===== config.mk =====
export PLATFORM = sky130hd
export DESIGN_NAME = ram_arbiter
export DESIGN_NICKNAME = d
export VERILOG_FILES = /design/src/rtl/ram_arbiter.sv
export SDC_FILE = /design/constraint.sdc
export NUM_CORES = 1
export LEC_CHECK = 0
export CAP_MARGIN = 20
export CORE_AREA = 2 2 120 122
export CTS_CLUSTER_DIAMETER = 200
export CTS_CLUSTER_SIZE = 40
export DETAILED_ROUTE_END_ITERATION = 8
export DIE_AREA = 0 0 122 124
export GPL_ROUTABILITY_DRIVEN = 0
export PLACE_DENSITY = 0.65
export SETUP_SLACK_MARGIN = 0.1
export SLEW_MARGIN = 20
export SYNTH_ARGS = -nofsm -noshare
export SYNTH_HDL_FRONTEND = slang
export SYNTH_SLANG_ARGS = --single-unit
export TNS_END_PERCENT = 5

===== constraint.sdc =====
create_clock -name clk -period 2.9 [get_ports clk]
set_input_delay 0.58 -clock clk [delete_from_list [all_inputs] [get_ports clk]]
set_output_delay 0.58 -clock clk [all_outputs]
set_load 0.01 [all_outputs]

===== src/rtl/ram_arbiter.sv =====
// Two-master dmem arbiter: registered IDLE/OWN0/OWN1 ownership, combinational forwarding, non-owners stalled on wait.
// `define RAM_ARB_RR_EN for round-robin; default is fixed m0 priority with a MAX_HOLD starvation bound for m1.
module ram_arbiter #(
  parameter int ADDR_W   = 32,
  parameter int DATA_W   = 32,
  parameter int MAX_HOLD = 8
) (
  input  logic              clk,
  input  logic              rst,
  input  logic              enable,
  input  logic [ADDR_W-1:0] m0_addr,
  input  logic [DATA_W-1:0] m0_din,
  input  logic [1:0]        m0_r,
  input  logic [1:0]        m0_w,
  output logic [DATA_W-1:0] m0_dout,
  output logic              m0_wait,
  input  logic [ADDR_W-1:0] m1_addr,
  input  logic [DATA_W-1:0] m1_din,
  input  logic [1:0]        m1_r,
  input  logic [1:0]        m1_w,
  output logic [DATA_W-1:0] m1_dout,
  output logic              m1_wait,
  output logic [ADDR_W-1:0] ram_addr,
  output logic [DATA_W-1:0] ram_din,
  output logic [1:0]        ram_r,
  output logic [1:0]        ram_w,
  input  logic [DATA_W-1:0] ram_dout,
  input  logic              ram_wait
);

  localparam int CW = $clog2(MAX_HOLD + 1);
  localparam logic [CW-1:0] HOLD_MAX = CW'(MAX_HOLD);

  typedef enum logic [1:0] {IDLE, OWN0, OWN1} state_t;

  state_t        state_q;
  logic [CW-1:0] hold_cnt_q;
  logic          req0, req1, own_req, oth_req, switch_ok, idle_pick1;
  state_t        other;

  assign req0    = (|m0_r) | (|m0_w);
  assign req1    = (|m1_r) | (|m1_w);
  assign own_req = (state_q == OWN1) ? req1 : req0;
  assign oth_req = (state_q == OWN1) ? req0 : req1;
  assign other   = (state_q == OWN1) ? OWN0 : OWN1;

`ifdef RAM_ARB_RR_EN
  logic last_q;
  // last=1 means m1 was served last, so a tie goes to m0.
  assign idle_pick1 = req1 & (~req0 | ~last_q);
  assign switch_ok  = 1'b1;
`else
  logic hold_hit;
  assign hold_hit   = hold_cnt_q >= CW'(MAX_HOLD - 1);
  assign idle_pick1 = req1 & ~req0;
  assign switch_ok  = (state_q == OWN1) | hold_hit;
`endif

  always_ff @(posedge clk) begin
    if (rst) begin
      state_q    <= IDLE;
      hold_cnt_q <= '0;
`ifdef RAM_ARB_RR_EN
      last_q     <= 1'b1;
`endif
    end else if (enable) begin
      case (state_q)
        IDLE: begin
          if (req0 | req1) state_q <= idle_pick1 ? OWN1 : OWN0;
        end
        default: begin
          if (!own_req) begin
            // Owner released (or abandoned mid-wait): hand over directly only if the RAM is idle.
            hold_cnt_q <= '0;
            state_q    <= (!ram_wait && oth_req) ? other : IDLE;
          end else if (!ram_wait) begin
`ifdef RAM_ARB_RR_EN
            last_q <= (state_q == OWN1);
`endif
            if (oth_req && switch_ok) begin
              state_q    <= other;
              hold_cnt_q <= '0;
            end else begin
              if (!oth_req) state_q <= IDLE;
              hold_cnt_q <= (hold_cnt_q == HOLD_MAX) ? hold_cnt_q : hold_cnt_q + 1'b1;
            end
          end
        end
      endcase
    end
  end

  always_comb begin
    ram_addr = '0;
    ram_din  = '0;
    ram_r    = 2'b00;
    ram_w    = 2'b00;
    m0_wait  = req0;
    m1_wait  = req1;
    case (state_q)
      OWN0: begin
        ram_addr = m0_addr;
        ram_din  = m0_din;
        ram_r    = m0_r;
        ram_w    = m0_w;
        m0_wait  = req0 & ram_wait;
      end
      OWN1: begin
        ram_addr = m1_addr;
        ram_din  = m1_din;
        ram_r    = m1_r;
        ram_w    = m1_w;
        m1_wait  = req1 & ram_wait;
      end
      default: begin
      end
    endcase
  end

  assign m0_dout = ram_dout;
  assign m1_dout = ram_dout;

endmodule


* Yosys cells after proc, flatten, opt, wreduce, memory -nomap -nowiden *
Index checks and enable logic that the tools add are counted.

storage, ports and cells
  register bits = 6
  input bits = 172
  output and inout bits = 134
  logic and storage cells = 52

operators by class
  add/subtract/negate cells = 1
  order comparisons = 1
  equality and inequality tests = 8
  muxes and demuxes = 21
  bitwise operators = 9
  reductions and logical operators = 10

operators by type and width
  operator                                             count
  one-hot mux 32 bit (2 select lines)                  2
  2-to-1 mux 2 bit                                     9
  2-to-1 mux 4 bit                                     4
  one-hot mux 2 bit (2 select lines)                   2
  AND reduction 4 bit                                  2
  OR reduction 2 bit                                   4
  adder 4 x 1 -> 4 bit, second input constant          1
  == test 4 bit, second input constant                 1
  >= comparator 4 x 3 -> 1 bit, second input constant  1
  2-to-1 mux 1 bit                                     4
  != test 2 bit, second input constant                 2
  != test 4 x 2 -> 1 bit, second input constant        1
  OR 1 bit                                             4
  bitwise AND 1 bit                                    3
  != test 3 x 2 -> 1 bit, second input constant        1
  != test 3 bit, second input constant                 1
  == test 2 x 1 -> 1 bit, second input constant        1
  == test 2 bit, second input constant                 1
  logical AND 1 bit                                    2
  zero test 2 bit                                      1
  inverter 1 bit                                       2
  zero test 1 bit                                      1

* Longest topological paths before layout *
Gate-level depths: netlist of run 1.

  word-level depth = 8
  gate-level depth with buffers = 8
  mapped depth without buffers = 7

* Least setup slack after synthesis of run 1 *
OpenSTA, ideal clock, no wires.

  kind = reg-to-output
  start = register state_q[1]
  end = output port ram_din[11]
  arrival time = 1.549 ns
  data required time = 2.320 ns
  slack = 0.771 ns
  cell stages (with the launch flop) = 8
  path buffers = 3
  path through = dfxtp_1 inv_1 ha_1 clkbuf_1 clkbuf_1 clkbuf_1 a22oi_1 nor2b_1

between the ends
  cells in the longest elaborated chain, start to end = 2
  elaborated cells between the ends (all ways) = 3
  classes of those cells = eq/ne: 2; mux: 1

ends and longest elaborated chain
  what                                                            RTL line  RTL
  from (decl)                                                     36        state_t state_q;
  from (signal assigned)                                          69        if (req0 | req1) state_q <= idle_pick1 ? OWN1 : OWN0;
  from (signal assigned)                                          75        state_q <= (!ram_wait && oth_req) ? other : IDLE;
  from (signal assigned)                                          81        state_q <= other;
  == test 2 bit / == test 2 x 1 -> 1 bit (equally long branches)  100       case (state_q)
  one-hot mux 32 bit (2 select lines) *                           100
  to (decl)                                                       24        output logic [DATA_W-1:0] ram_din,

Mark *: on every way between the ends. The rest lies on a longest branch, timed or not.

* Final worst setup path of run 1 *
  start = input port m0_r[0]
  end = output port m0_wait

between the ends
  cells in the longest elaborated chain, start to end = 4

ends and longest elaborated chain
  what                  RTL line  RTL
  from (decl)           13        input logic [1:0] m0_r,
  OR reduction 2 bit *  41        assign req0 = (|m0_r) | (|m0_w);
  OR 1 bit *            41
  bitwise AND 1 bit     106       m0_wait = req0 & ram_wait;
  2-to-1 mux 1 bit *    100
  to (decl)             16        output logic m0_wait,

Marked as above.

==> flow_summary.json, run 1 <==
{
  "yosysWarnings": 0,
  "die_w_um": 122,
  "rsz0062_at_grt": "true",
  "nFillCells": 1473,
  "r2r-start": "state_q[0]",
  "ys.flop_type": "dfxtp_1",
  "grt_pass1_wl_um": 13000,
  "antennaDiodeCount": 0,
  "grt_overflow": 0,
  "routed_wl_um": 9000,
  "h-tree-depth": 1,
  "fin_crit_ns": 2.66,
  "drt_iter0_drc": 134,
  "via_count": 2561,
  "cts_max_path_buffers": 2,
  "hp-start": "state_q[1]",
  "grt_antenna_before_repair": 0,
  "slew_violations": 0,
  "clock_latency_ns": 0.23,
  "io_pins": 306,
  "initial_core_util_pct": 15.1,
  "p_per_area_nw_per_um2": 216,
  "via_per_inst": 4.25,
  "cts-buffers-inserted": 3,
  "total_power_uw": 863,
  "portBuffers": 209,
  "die_h_um": 124,
  "core_um2": 13700,
  "cts-root-buf": "clkbuf_16",
  "syn-num-nets": 466,
  "p_leak_uw": 0.00123,
  "synthesis.area_um2": 2070,
  "synth_top_area_cell": "a22oi_1",
  "ys_async_sr_fraction_pct": 0,
  "routedWlPerCell_um": 15.0,
  "synth_edf_count": 0,
  "r2r_cells": 8,
  "hpwl_um": 7380,
  "cp_max_fo": 3,
  "placementRows": 43,
  "reg2reg_to": "state_q[0]",
  "hold_viol_final": 0,
  "postSynthCellCount": 289,
  "ys_seq_area_share_pct": 5.81,
  "fmax_mhz": 376,
  "track_usage_pct": 10.8,
  "design_area_um2": 3990,
  "dieArea_um2": 15100,
  "synth.distinct_cells": 34,
  "clk_pin_slew_ns": 0.03,
  "drive_gt1_share_pct": 5.45,
  "synth_seq_cells": 6,
  "setup_viol": 0,
  "grt_pass1_vias": 2583,
  "hold_depth": 2,
  "critical_path_class": "input port to primary output",
  "worstMarginPinSlew_ns": 0.403,
  "critPathLaunchType": "input port",
  "hold_path_end": "state_q[1]",
  "worstPathRequired_ns": 2.32,
  "yosysTopAreaCellShare_pct": 24.7,
  "r2r_setup_slack_ns": 0.86,
  "first_pass_iters": 4,
  "ant_nets": 0,
  "syn2layout_area_growth_pct": 93.0,
  "grt_max_degree": 77,
  "crit_path_end_kind": "primary output",
  "post_dp_cell_area_um2": 3910,
  "fin_nets": 601,
  "worst_hold_path_type": "flip-flop to flip-flop",
  "status": "finished clean",
  "vdd_drop_max_mv": 0.143,
  "cts_tree": "yes",
  "syn_area_per_cell_um2": 7.15,
  "relSlewSlack_pct": 72.9,
  "drc_errors": 0,
  "finalCritPeriodShare_pct": 91.8,
  "fin_setup_tns_ns": 0,
  "skew_ns": 0.00100,
  "cts.sinks": 6,
  "cp.arrival_ns": 2.08,
  "synthTopCellsByArea": "a22oi_1, buf_4, nor2b_1",
  "cap_violations": 0
}
## cell type report
type / count / area [um^2] / share of cell area [%]
clock buffers: 3 / 75.1 / 1.88
inverters: 8 / 30.0 / 0.753
multi-input cells: 188 / 1360 / 34.0
flip-flops and latches: 6 / 120 / 3.01
well taps: 180 / 225 / 5.65
repair buffers: 217 / 2180 / 54.7
## synthesized netlist by cell type, drive strengths merged (2+ instances only)
master and number:
nor2 5, nor2b 68, a21oi 6, clkbuf 23, o2bb2ai 2, buf 64
a22o 2, inv 8, nand2b 3, nand2 6, nor4 2, or4 2
mux2i 3, nand3 3, a22oi 68, nand4 2, ha 5, a311oi 2
dfxtp 6
## worst max-delay path, stage by stage
cell and delay, ns:
clkdlybuf4s50_1 0.47, nor4_2 0.45, a21oi_1 0.09, clkdlybuf4s50_1 0.49
## registers in the layout, summed over array words and instances, names as in the netlist
signal / count
state_q: 2
hold_cnt_q: 4
## layout by cell type (no fill, tap or decap), types with 2 or more instances in the layout
cell | Yosys | final
nand2b_1 | 2 | 2
dfxtp_1 | 6 | 6
clkbuf_16 | 0 | 3
nand4_1 | 2 | 2
o2bb2ai_1 | 2 | 2
nand2_1 | 6 | 6
a22o_1 | 2 | 2
nand3_1 | 2 | 2
nor2b_1 | 68 | 68
a21oi_1 | 5 | 5
inv_1 | 8 | 8
buf_4 | 64 | 5
ha_1 | 5 | 2
buf_12 | 0 | 2
nor2_1 | 5 | 5
clkdlybuf4s50_1 | 0 | 209
a22oi_1 | 68 | 68
mux2i_1 | 3 | 3
ha_2 | 0 | 3
## layer usage
| metal | up-vias | part of all wire (%) | track usage [%] |
|---|---|---|---|
| met4 | 0 | 2.1 | 3.30 |
| met3 | 20 | 10 | 3.39 |
| met2 | 147 | 50 | 19.5 |
| met1 | 1163 | 38 | 12.1 |
| li1 | 1231 | - | - |
| met5 | - | 0 | 0 |
## timing repair
action	CTS	global route
hold buffers	0	0
setup endpoints to repair	0	15
buffers inserted	0	0
resized for setup	0	1
## how the worst max path moves through the flow
stage / start / endpoint / slack, ns / depth (start not counted)
2_1_floorplan: state_q[1] / ram_din[11] / 0.77 / 7
3_3_place_gp: m0_r[0] / m0_wait / 0.23 / 4
3_5_place_dp: m0_r[0] / m0_wait / 0.20 / 4
4_1_cts: state_q[1] / ram_din[0] / 0.13 / 5
5_1_grt: m0_r[0] / m0_wait / 0.09 / 4
6_report: m0_r[0] / m0_wait / 0.24 / 4
## through the flow
step	hold slack [ns]	util [%]	setup slack, ns	cells
floorplan	0.447	-	0.771	289
global placement	0.472	28.5	0.226	599
detailed placement	0.498	28.5	0.202	599
CTS	0.507	29.0	0.134	602
global route	0.543	29.1	0.0912	602
finish	0.501	29.1	0.239	602
## power by group
part | internal [uW] | switching [uW] | total, uW
Combinational | 335 | 210 | 545
Sequential | 86.2 | 2.83 | 89.0
Clock | 178 | 52.0 | 230
Total | 599 | 265 | 863
## cell families (layout without fill, tap and decap cells)
kind of cell    after synthesis  after routing  share of synthesized area (%)
fa+ha+maj                     5              5                           3.03
mux                           3              3                           1.45
simple gates                 95             95                           29.2
compound gates               85             85                           31.6
flops                         6              6                           5.81
buf+inv                      95            228                           28.9
Power figures use the tool's default switching activity.
==> run 2, diff against run 1 <==
==> constraint.sdc (replaced) <==
create_clock -name clk -period 2.9 [get_ports clk]
set_input_delay 0.58 -clock clk [delete_from_list [all_inputs] [get_ports clk]]
set_output_delay 0.58 -clock clk [all_outputs]
set_load 0.1 [all_outputs]
==> run 2 against run 1 <==
Net effect:
- global-route usage up 0.51 points
- final area up 18%
- clock skew about the same
- flip-flop and latch count unchanged
- die area unchanged
- critical path depth up 2
==> flow_summary.json, run 2 (same netlist as run 1, synthesis figures left out) <==
{
  "routed_wl_um": 9300,
  "io_pins": 306,
  "fin_setup_tns_ns": 0,
  "initial_core_util_pct": 15.1,
  "final.setup.worst_slack_ns": 0.338,
  "antennaDiodeCount": 0,
  "critical_path_class": "flip-flop to primary output",
  "routedWlPerCell_um": 15.5,
  "worstMarginPinSlew_ns": 0.471,
  "cts_tree": "yes",
  "reg.largest.list": "hold_cnt_q (4), state_q (2)",
  "die_w_um": 122,
  "cp_slowest_stage_delay_ns": 0.41,
  "syn2layout_area_growth_pct": 127,
  "grt_max_degree": 61,
  "crit_path_end_kind": "primary output",
  "path_cells": "inv_1 > ha_2 > buf_12 > a22oi_1 > nor2b_1 > buf_12",
  "cts.sinks": 6,
  "ant_nets": 0,
  "via_count": 2592,
  "setup_viol": 0,
  "placementRows": 43,
  "total_power_uw": 1180,
  "clk_pin_slew_ns": 0.03,
  "drc_errors": 0,
  "cts-buffers-inserted": 3,
  "worstPathRequired_ns": 2.32,
  "hold_viol_final": 0,
  "status": "finished clean",
  "portBuffers": 209,
  "largest_reg_flops": 4,
  "first_pass_iters": 4,
  "post_cts_resized": 0,
  "dieArea_um2": 15100,
  "fin_nets": 599,
  "slew_violations": 0,
  "rsz0062_at_grt": "false",
  "track_usage_pct": 11.3,
  "drt_iter0_drc": 132,
  "dp_slack_ns": 0.290,
  "p_per_area_nw_per_um2": 252,
  "hpwl_um": 7820,
  "final_common_cell": "clkdlybuf4s50_1",
  "grt_pass1_wl_um": 13500,
  "grt_overflow": 0,
  "skew_ns": 0.00127,
  "hold_slack_ns": 0.478,
  "h-tree-depth": 1,
  "grt_pass1_vias": 2607,
  "p_leak_uw": 0.00156,
  "finalCritPeriodShare_pct": 88.4,
  "cp_common_cell": "buf_12",
  "ctsHoldBuffers": 0,
  "drive_gt1_share_pct": 22.4,
  "largest-register": "hold_cnt_q",
  "grt_antenna_before_repair": 1,
  "crit_slowest_cell": "ha_2",
  "via_per_inst": 4.32,
  "post_cts_buffers": 0,
  "critPathLaunchType": "flip-flop",
  "instances_no_fill": 600,
  "die_h_um": 124,
  "worst_hold_path_type": "flip-flop to flip-flop",
  "fmax_mhz": 390,
  "core_um2": 13700,
  "clock_latency_ns": 0.23,
  "mostFrequentLayoutCells": "clkdlybuf4s50_1, buf_12, a22oi_1",
  "relSlewSlack_pct": 68.4,
  "cp_max_fo": 45,
  "fin_crit_ns": 2.56,
  "vdd_drop_max_mv": 0.124,
  "cts_max_path_buffers": 2,
  "dp_cells": 597,
  "cap_violations": 0,
  "cts-root-buf": "clkbuf_16",
  "cp.arrival_ns": 1.98
}
run 2: routing by layer:
layer	part of all wire, %	track usage (%)	vias up
li1	-	-	1227
met1	36	12.4	1175
met2	50	19.9	163
met3	12	5.22	25
met4	1.8	2.80	2
met5	0.14	0	-
run 2: critical path: cells and delay by family (launching register included):
family / cells / cell delay (ns)
AO/OA/AOI/OAI: 1 / 0.12
adder cells (fa/ha/maj): 1 / 0.41
buffers and inverters: 3 / 0.58
flip-flops: 1 / 0.33
AND/OR/NAND/NOR: 1 / 0.30
run 2: final cells by class:
class                      instances  area (um^2)
fill                            1393         9030
timing repair buffer             215         2880
tap                              180          225
sequential                         6          120
multi-input combinational        188         1370
clock buffer                       3         75.1
inverter                           8         30.0
run 2: final timing paths:
| check | from | end | slack [ns] | depth (start not counted) |
|---|---|---|---|---|
| worst max-delay path | state_q[0] | ram_w[1] | 0.34 | 6 |
| worst min-delay path | state_q[1] | state_q[1] | 0.48 | 2 |
| worst max register to register | state_q[0] | state_q[0] | 0.69 | 8 |
| worst min register to register | state_q[1] | state_q[1] | 0.48 | 2 |
run 2: power breakdown:
| part | leakage, uW | total [uW] | switching [uW] | internal [uW] |
|---|---|---|---|---|
| Sequential | 0.0000486 | 89.4 | 3.14 | 86.2 |
| Clock | 0.0000370 | 222 | 44.9 | 177 |
| Combinational | 0.00147 | 869 | 465 | 404 |
| Total | 0.00156 | 1180 | 513 | 668 |
run 2: metrics by stage:
step	utilization, %	instance area, um^2
6_report	34.2	4690
5_1_grt	34.2	4690
4_1_cts	34.2	4690
3_5_place_dp	33.6	4620
3_3_place_gp	33.6	4620
2_1_floorplan	-	2070
==> run 3, diff against run 2 <==
--- a/config.mk
+++ b/config.mk
@@ -14,7 +14,8 @@
 export GPL_ROUTABILITY_DRIVEN = 0
 export PLACE_DENSITY = 0.65
 export SETUP_SLACK_MARGIN = 0.1
-export SLEW_MARGIN = 20
+export SKIP_CTS_REPAIR_TIMING = 1
+export SLEW_MARGIN = 25
 export SYNTH_ARGS = -nofsm -noshare
 export SYNTH_HDL_FRONTEND = slang
 export SYNTH_SLANG_ARGS = --single-unit
==> results of run 3 <==
The final DEF is identical to that of run 2; final timing and power are the same.
